$ cat config.mk
export PLATFORM = sky130hd
export DESIGN_NAME = frame_mem_arbiter
export DESIGN_NICKNAME = d
export VERILOG_FILES = /design/src/rtl/frame_mem_arbiter.sv
export SDC_FILE = /design/constraint.sdc
export NUM_CORES = 1
export LEC_CHECK = 0
export BUFFER_PORTS_ARGS = -buffer_cell sky130_fd_sc_hd__buf_2
export CORE_AREA = 5 5 141 143
export CTS_BUF_LIST = sky130_fd_sc_hd__clkbuf_4 sky130_fd_sc_hd__clkbuf_8
export CTS_CLUSTER_DIAMETER = 30
export DETAILED_ROUTE_END_ITERATION = 12
export DIE_AREA = 0 0 146 148
export MAX_ROUTING_LAYER = met4
export PLACE_DENSITY = 0.66
export SLEW_MARGIN = 10
export SYNTH_ARGS = -nofsm -noshare
export SYNTH_HDL_FRONTEND = slang
export SYNTH_SLANG_ARGS = --single-unit
$ cat constraint.sdc
create_clock -name clk -period 3.8 [get_ports clk]
set_clock_uncertainty 0.05 [all_clocks]
set_input_delay 0 -clock clk [delete_from_list [all_inputs] [get_ports clk]]
set_output_delay 0 -clock clk [all_outputs]
set_load 0.02 [all_outputs]
$ cat src/rtl/frame_mem_arbiter.sv
// Frame memory arbiter: display prefetch (high priority) vs pixel writer on one single-port SRAM.
// Optional writer starvation guard enabled by defining FRAME_MEM_ARB_WR_STARVE_GUARD_EN.
module frame_mem_arbiter #(
  parameter int unsigned ADDR_W      = 18,
  parameter int unsigned DATA_W      = 16,
  parameter int unsigned FIFO_DEPTH  = 8,
  parameter int unsigned RD_LAT      = 2,
  parameter int unsigned FRAME_WORDS = 248848,
  parameter int unsigned BASE_ADDR   = 0,
  parameter int unsigned MAX_WAIT    = 16
) (
  input  logic              clk,
  input  logic              rst,
  input  logic              start_frame_i,
  input  logic              pix_rd_i,
  output logic [DATA_W-1:0] pix_data_o,
  output logic              underflow_o,
  input  logic              wr_valid_i,
  output logic              wr_ready_o,
  input  logic [ADDR_W-1:0] wr_addr_i,
  input  logic [DATA_W-1:0] wr_data_i,
  output logic              mem_req_o,
  output logic              mem_we_o,
  output logic [ADDR_W-1:0] mem_addr_o,
  output logic [DATA_W-1:0] mem_wdata_o,
  input  logic [DATA_W-1:0] mem_rdata_i,
  output logic              busy_o
);

  localparam int unsigned PTR_W = $clog2(FIFO_DEPTH);
  localparam int unsigned CNT_W = PTR_W + 1;
  localparam int unsigned CR_W  = $clog2(FIFO_DEPTH + RD_LAT + 1);
  localparam int unsigned FC_W  = $clog2(FRAME_WORDS + 1);

  typedef enum logic [1:0] {
    IDLE  = 2'd0,
    FETCH = 2'd1,
    DRAIN = 2'd2
  } state_t;

  state_t            state_q;
  logic [ADDR_W-1:0] rd_ptr_q;
  logic [ADDR_W-1:0] rd_addr;
  logic [FC_W-1:0]   fetch_cnt_q;
  logic [FC_W-1:0]   fetch_base;
  logic [RD_LAT-1:0] infl_q;
  logic [DATA_W-1:0] fifo_mem [FIFO_DEPTH];
  logic [PTR_W-1:0]  fifo_wp_q;
  logic [PTR_W-1:0]  fifo_rp_q;
  logic [CNT_W-1:0]  fifo_cnt_q;
  logic [CR_W-1:0]   credits;
  logic              disp_req;
  logic              force_wr;
  logic              rd_issue;
  logic              wr_xfer;
  logic              last_fetch;
  logic              push;
  logic              pop;

`ifdef FRAME_MEM_ARB_WR_STARVE_GUARD_EN
  localparam int unsigned WAIT_W = $clog2(MAX_WAIT + 1);
  logic [WAIT_W-1:0] wait_q;
`endif

  // Grant and memory command; start_frame_i acts as an implicit flush, so credits are free that cycle
  always_comb begin
    credits = CR_W'(fifo_cnt_q);
    for (int i = 0; i < int'(RD_LAT); i++) begin
      credits = credits + CR_W'(infl_q[i]);
    end
    disp_req = (start_frame_i || state_q == FETCH) &&
               (start_frame_i || credits < CR_W'(FIFO_DEPTH));
`ifdef FRAME_MEM_ARB_WR_STARVE_GUARD_EN
    force_wr = (wait_q == WAIT_W'(MAX_WAIT));
`else
    force_wr = 1'b0;
`endif
    rd_issue    = disp_req && !force_wr;
    wr_ready_o  = !rd_issue;
    wr_xfer     = wr_valid_i && !rd_issue;
    rd_addr     = start_frame_i ? ADDR_W'(BASE_ADDR) : rd_ptr_q;
    fetch_base  = start_frame_i ? '0 : fetch_cnt_q;
    last_fetch  = rd_issue && (fetch_base + FC_W'(1) == FC_W'(FRAME_WORDS));
    push        = infl_q[RD_LAT-1] && !start_frame_i;
    pop         = pix_rd_i && (fifo_cnt_q != '0) && !start_frame_i;
    mem_req_o   = rd_issue || wr_xfer;
    mem_we_o    = wr_xfer;
    mem_addr_o  = rd_issue ? rd_addr : (wr_xfer ? wr_addr_i : '0);
    mem_wdata_o = wr_xfer ? wr_data_i : '0;
  end

  // Control state, in-flight pipe, FIFO pointers and scanout outputs
  always_ff @(posedge clk or posedge rst) begin
    if (rst) begin
      state_q     <= IDLE;
      busy_o      <= 1'b0;
      rd_ptr_q    <= ADDR_W'(BASE_ADDR);
      fetch_cnt_q <= '0;
      infl_q      <= '0;
      fifo_wp_q   <= '0;
      fifo_rp_q   <= '0;
      fifo_cnt_q  <= '0;
      pix_data_o  <= '0;
      underflow_o <= 1'b0;
    end else begin
      if (start_frame_i || state_q == FETCH) begin
        state_q <= last_fetch ? DRAIN : FETCH;
        busy_o  <= 1'b1;
      end else if (state_q == DRAIN && infl_q == '0) begin
        state_q <= IDLE;
        busy_o  <= 1'b0;
      end

      rd_ptr_q    <= rd_addr + ADDR_W'(rd_issue);
      fetch_cnt_q <= fetch_base + FC_W'(rd_issue);

      for (int i = int'(RD_LAT) - 1; i > 0; i--) begin
        infl_q[i] <= start_frame_i ? 1'b0 : infl_q[i-1];
      end
      infl_q[0] <= rd_issue;

      if (start_frame_i) begin
        fifo_wp_q  <= '0;
        fifo_rp_q  <= '0;
        fifo_cnt_q <= '0;
      end else begin
        fifo_wp_q  <= fifo_wp_q + PTR_W'(push);
        fifo_rp_q  <= fifo_rp_q + PTR_W'(pop);
        fifo_cnt_q <= fifo_cnt_q + CNT_W'(push) - CNT_W'(pop);
      end

      if (pix_rd_i) begin
        pix_data_o <= pop ? fifo_mem[fifo_rp_q] : '0;
      end

      if (start_frame_i) begin
        underflow_o <= 1'b0;
      end else if (pix_rd_i && fifo_cnt_q == '0) begin
        underflow_o <= 1'b1;
      end
    end
  end

  // Prefetch FIFO storage
  always_ff @(posedge clk) begin
    if (push) begin
      fifo_mem[fifo_wp_q] <= mem_rdata_i;
    end
  end

`ifdef FRAME_MEM_ARB_WR_STARVE_GUARD_EN
  // Writer wait counter; a full count steals one slot from the display
  always_ff @(posedge clk or posedge rst) begin
    if (rst) begin
      wait_q <= '0;
    end else if (force_wr || wr_xfer) begin
      wait_q <= '0;
    end else if (wr_valid_i && !wr_ready_o) begin
      wait_q <= wait_q + WAIT_W'(1);
    end
  end
`endif

endmodule
# After elaboration in Yosys (flattened, before gate mapping)
# Memories as Yosys holds them, arrays and structs flattened.
# Cells that the tools add are included.
# totals
reg_bits,68
ram_bits,128
input_bits,55
elab_cells,61
n_memories,1
# memory_table
memory,depth,width,read_ports,rd_ports_with_merged_regs,wr,line_no,text
fifo_mem,8,16,1,0,1,47,logic [DATA_W-1:0] fifo_mem [FIFO_DEPTH];
# op_classes
add_sub_neg,9
n_lt_le_gt_ge,1
eq_ne,3
muxes,19
reduce_logical,18
# op_table
op,count
18-bit 2-to-1 mux,4
18-bit by 1-bit adder with 18-bit output,2
16-bit 2-to-1 mux,2
18-bit by 1-bit adder with 18-bit output (second input constant),1
18-bit == test (second input constant),1
4-bit by 1-bit adder with 4-bit output,3
1-bit logical AND,8
1-bit 2-to-1 mux,7
3-bit by 1-bit adder with 3-bit output,2
2-bit 2-to-1 mux,3
3-bit 2-to-1 mux,2
4-bit zero test,1
4-bit < comparator (second input constant),1
4-bit 2-to-1 mux,1
2-bit nonzero test,2
4-bit nonzero test,1
4-bit by 1-bit subtractor with 4-bit output,1
1-bit logical OR,3
2-bit by 1-bit == test with 1-bit output (second input constant),1
2-bit == test (second input constant),1
1-bit zero test,2
2-bit zero test,1

# Longest topological paths before layout
# depth
word_depth,9
ltp_mapped,14
ltp_nobuf,12

# Worst setup path after synthesis
# Ideal clock, no wire load.
# synth_timing
path_type,register to register
startpoint,reg infl_q[1]
endpoint,reg fetch_cnt_q[12]
t_arrival_ns,2.857
required_ns,3.618
path_slack_ns,0.761
stages_incl_launch_ff,14
path_buffers,1
path_cell_list,dfrtp_1 > ha_1 > a21o_1 > a221oi_4 > nor2_2 > clkbuf_1 > inv_1 > ha_1 > ha_1 > nand2_1 > nor4_1 > nand4_1 > xor2_1 > nor2_1
# synth_between
elab_chain_len,5
# synth_rtl
element,line_no,text
start: declaration,46,logic [RD_LAT-1:0] infl_q;
start signal: indexed assignment,118,infl_q[i] <= start_frame_i ? 1'b0 : infl_q[i-1];
4-bit by 1-bit adder with 4-bit output,69,credits = credits + CR_W'(infl_q[i]);
4-bit < comparator,72,(start_frame_i || credits < CR_W'(FIFO_DEPTH));
1-bit logical OR,72,
1-bit logical AND,71,disp_req = (start_frame_i || state_q == FETCH) &&
via disp_req,52,logic disp_req;
18-bit by 1-bit adder with 18-bit output,115,fetch_cnt_q <= fetch_base + FC_W'(rd_issue);
end signal: assignment,115,
end: declaration,44,logic [FC_W-1:0] fetch_cnt_q;
# The timed path passes the listed nets, and every way through them passes these cells.
# A chain may end at the register's enable or synchronous reset.

# Worst setup path in the final report
# Ends and elaborated chain as after synthesis.

==> impl_metrics.toml <==
[detailed_routing]
antenna_left = 0
wl_um = 18600
drc_errors = 0
vias_per_cell = 5.46
wl_per_cell_um = 18.9
drt-pass1-iter-count = 5
drt_iter0_drc = 326
num_vias = 5371

[critical_path]
path_max_fanout = 10
cpMostUsedCell = "ha_1"
end_kind = "flip-flop"
cp-start-kind = "flip-flop"
max_stage_delay_ns = 0.55
crit_start = "infl_q[1]$_DFF_PP0_"
crit_family = "simple AND/OR/NAND/NOR gates"
r2r-start = "infl_q[1]$_DFF_PP0_"
crit_buf_inv = 1
critPathArrivalTime_ns = 3.62
slowest_stage = "nor4_1"
crit_chain = "ha_1 -> a21o_1 -> a221oi_4 -> nor2_2 -> inv_1 -> ha_1 -> ha_1 -> nand2_1 -> nor4_1 -> nand4_1 -> xor2_1 -> nor2_1"
worst-setup-path-type = "flip-flop to flip-flop"
cp_data_required_time_ns = 4.08

[global_route]
antenna_found_initial = 0
grt_pass1_wl_um = 30200
grt_pass1_vias = 5631
grt_max_degree = 48
grt_remaining_overflow = 0
grt_usage_pct = 18.4

[timing]
setup_viol = 0
timing.final.max_slew_violations = 0
rsz0062_at_grt = "no"
fin_crit_sh_pct = 87.8
maxSlewHeadroom_pct = 30.9
worstMarginPinSlew_ns = 1.04
finalHoldViolCount = 0
period_minus_slack_ns = 3.34
tns_ns = 0
holdWs_ns = 0.105
max_freq_mhz = 300

[synthesis]
avgSynthCellArea_um2 = 14.2
yosysTopAreaCellShare_pct = 45.1
synth_top_area_cell = "edfxtp_1"
ys_seq_elements = 196
ys_warn_count = 0
syn_nets = 673
synth_edf_count = 128
synth_cell_types = 44
syn_area_mm2 = 0.00853
yosys-top-cells-area = "edfxtp_1 45%, dfrtp_1 20%, mux4_2 8.4%, ha_1 2.2%, mux2i_1 1.9%"
yosysSeqAreaShare_pct = 65.0
synthArstFlopShare_pct = 34.7
synth_flop_cell = "edfxtp_1"
syn_inst = 602

[power_and_ir_drop]
p_leak_nw = 3.85
p_int_w = 0.00332
power_frac_comb_pct = 18.5
switching_share_pct = 28.7
power_frac_seq_pct = 53.8
vdd_drop_max_v = 0.000344
clkPwrFrac_pct = 27.7
switchingPower_w = 0.00133
p_per_area_mw_per_mm2 = 467

[layout]
fin_util_pct = 53.9
drive_gt1_share_pct = 26.6
area_delta_synth_final_pct = 16.7
final_nets = 807
n_antenna_cell = 0

[run]
cap_violations = 0

[die]
dieHeight_um = 148
rows = 50
initial_core_util_pct = 46.2
die_w_um = 146
core-area_mm2 = 0.0185
die_area_mm2 = 0.0216
io_pins = 110

[cts]
cts_htree_levels = 4
cts_resized = 0
cts_tree = "yes"
clk_latency_ns = 0.46
clk_path_buf_depth = 2
clock-root-buffer = "clkbuf_8"
numCtsBuffers = 17
clk_pin_slew_worst_paths_ns = 0.10
cts_sinks = 196

[outcome]
status = "finished, final reports clean"

[min_path]
worst_hold_startpoint = "pix_rd_i"
hp-class = "primary input to flip-flop"

[placement]
io_buffers = 109
gp_congestion = 0.831
dp_hpwl_um = 12300
-- worst min-delay path: cells and delay by family --
kind / cells / cell delay, ns
AOI/OAI and AO/OA: 1 / 0.18
buffers and inverters: 2 / 0.38
-- power by group through the flow --
stage,registers (W),clock network (W),logic [W]
detailed placement,0.00255,0,0.000858
CTS,0.00251,0.00131,0.000874
finish,0.00250,0.00129,0.000861
floorplan,0.00256,0,0.000568
global route,0.00252,0.00142,0.000952
global placement,0.00254,0,0.000823
-- stage by stage --
| step | area, µm² | total power, W | cells | setup slack [ns] |
|---|---|---|---|---|
| after floorplan | 8530 | 0.00312 | 602 | 0.761 |
| after global placement | 9400 | 0.00337 | 933 | 0.668 |
| after detailed placement | 9400 | 0.00341 | 933 | 0.490 |
| after CTS | 9950 | 0.00469 | 983 | 0.444 |
| after global routing | 9950 | 0.00489 | 983 | 0.111 |
| final | 9950 | 0.00465 | 983 | 0.462 |
-- placed cells by master, fill, tap and decap left out, types with 9 or more instances in the layout --
cell type and n:
edfxtp_1 128, buf_2 109, dfrtp_1 66, nor2_1 38, mux4_2 32, nand2_1 31, inv_1 29, nand3_1 29
and3_1 20, nand2b_1 18, xor2_1 18, dlygate4sd3_1 18, clkbuf_8 17, buf_4 17, mux2i_1 16, o22ai_1 16
xnor2_1 15, o21ai_0 15, ha_1 15, nor2b_1 14, a21oi_1 9
-- sequential cells by signal, summed over array words and instances (netlist names), 3 cells and up --
| signal | flops |
|---|---|
| fifo_cnt_q | 4 |
| fifo_mem | 128 |
| rd_ptr_q | 18 |
| fifo_rp_q | 3 |
| fifo_wp_q | 3 |
| pix_data_o | 16 |
| fetch_cnt_q | 18 |
-- per-layer routing --
metal | wire length (µm) | global-route usage [%] | share of wire [%] | vias to the layer above
met5 | 0 | - | 0 | -
met3 | 936 | 3.86 | 5.0 | 17
met1 | 7910 | 23.5 | 43 | 2715
met4 | 146 | 3.95 | 0.79 | 0
met2 | 9600 | 30.7 | 52 | 154
li1 | - | - | - | 2485
-- synth_stat cells (2+ instances only) --
cell	number
a21o_1	4
a21oi_1	9
and3_1	20
buf_1	4
clkbuf_1	25
dfrtp_1	68
edfxtp_1	128
ha_1	15
inv_1	30
mux2i_1	16
mux4_2	32
nand2_1	31
nand2b_1	18
nand3_1	29
nand3b_1	8
nand4_1	6
nand4b_1	2
nor2_1	38
nor2b_1	14
nor3_1	7
nor3b_1	2
nor4_1	6
o21a_1	2
o21ai_0	15
o22ai_1	16
or2_2	2
or3_1	5
or4_1	3
xnor2_1	15
xor2_1	18
-- timing repair --
item / 4_1_cts / 5_1_grt
setup buffers: 0 / 0
hold endpoints to repair: 175 / 0
hold buffers: 18 / 0
-- cell families after synthesis --
logic type	after synthesis	synth area share, %
adder cells (fa/ha/maj)	16	2.43
XOR/XNOR	33	3.39
AO/OA/AOI/OAI	53	3.97
buffers and inverters	59	2.60
multiplexers	48	10.3
AND/OR/NAND/NOR	197	12.3
flip-flops	196	65.0
-- area by class of cell --
| type | count | area, µm² |
|---|---|---|
| fill | 1482 | 8500 |
| sequential | 196 | 5550 |
| multi-input combinational | 347 | 2780 |
| timing repair buffer | 144 | 853 |
| tap | 234 | 293 |
| clock buffer | 19 | 249 |
| clock inverter | 13 | 124 |
| inverter | 30 | 113 |
-- worst paths after layout --
check                      slack [ns]                          to  cells after the start
setup / recovery                 0.46   fetch_cnt_q[12]$_DFF_PP0_                     12
hold / removal                   0.10  pix_data_o[12]$_DFFE_PP0P_                      3
setup reg to reg                 0.46   fetch_cnt_q[12]$_DFF_PP0_                     12
hold reg to reg                  0.49  pix_data_o[10]$_DFFE_PP0P_                      2
max in group asynchronous        2.49    fetch_cnt_q[6]$_DFF_PP0_                      4
min in group asynchronous        0.28   pix_data_o[3]$_DFFE_PP0P_                      3
Power figures use the tool's default switching activity.
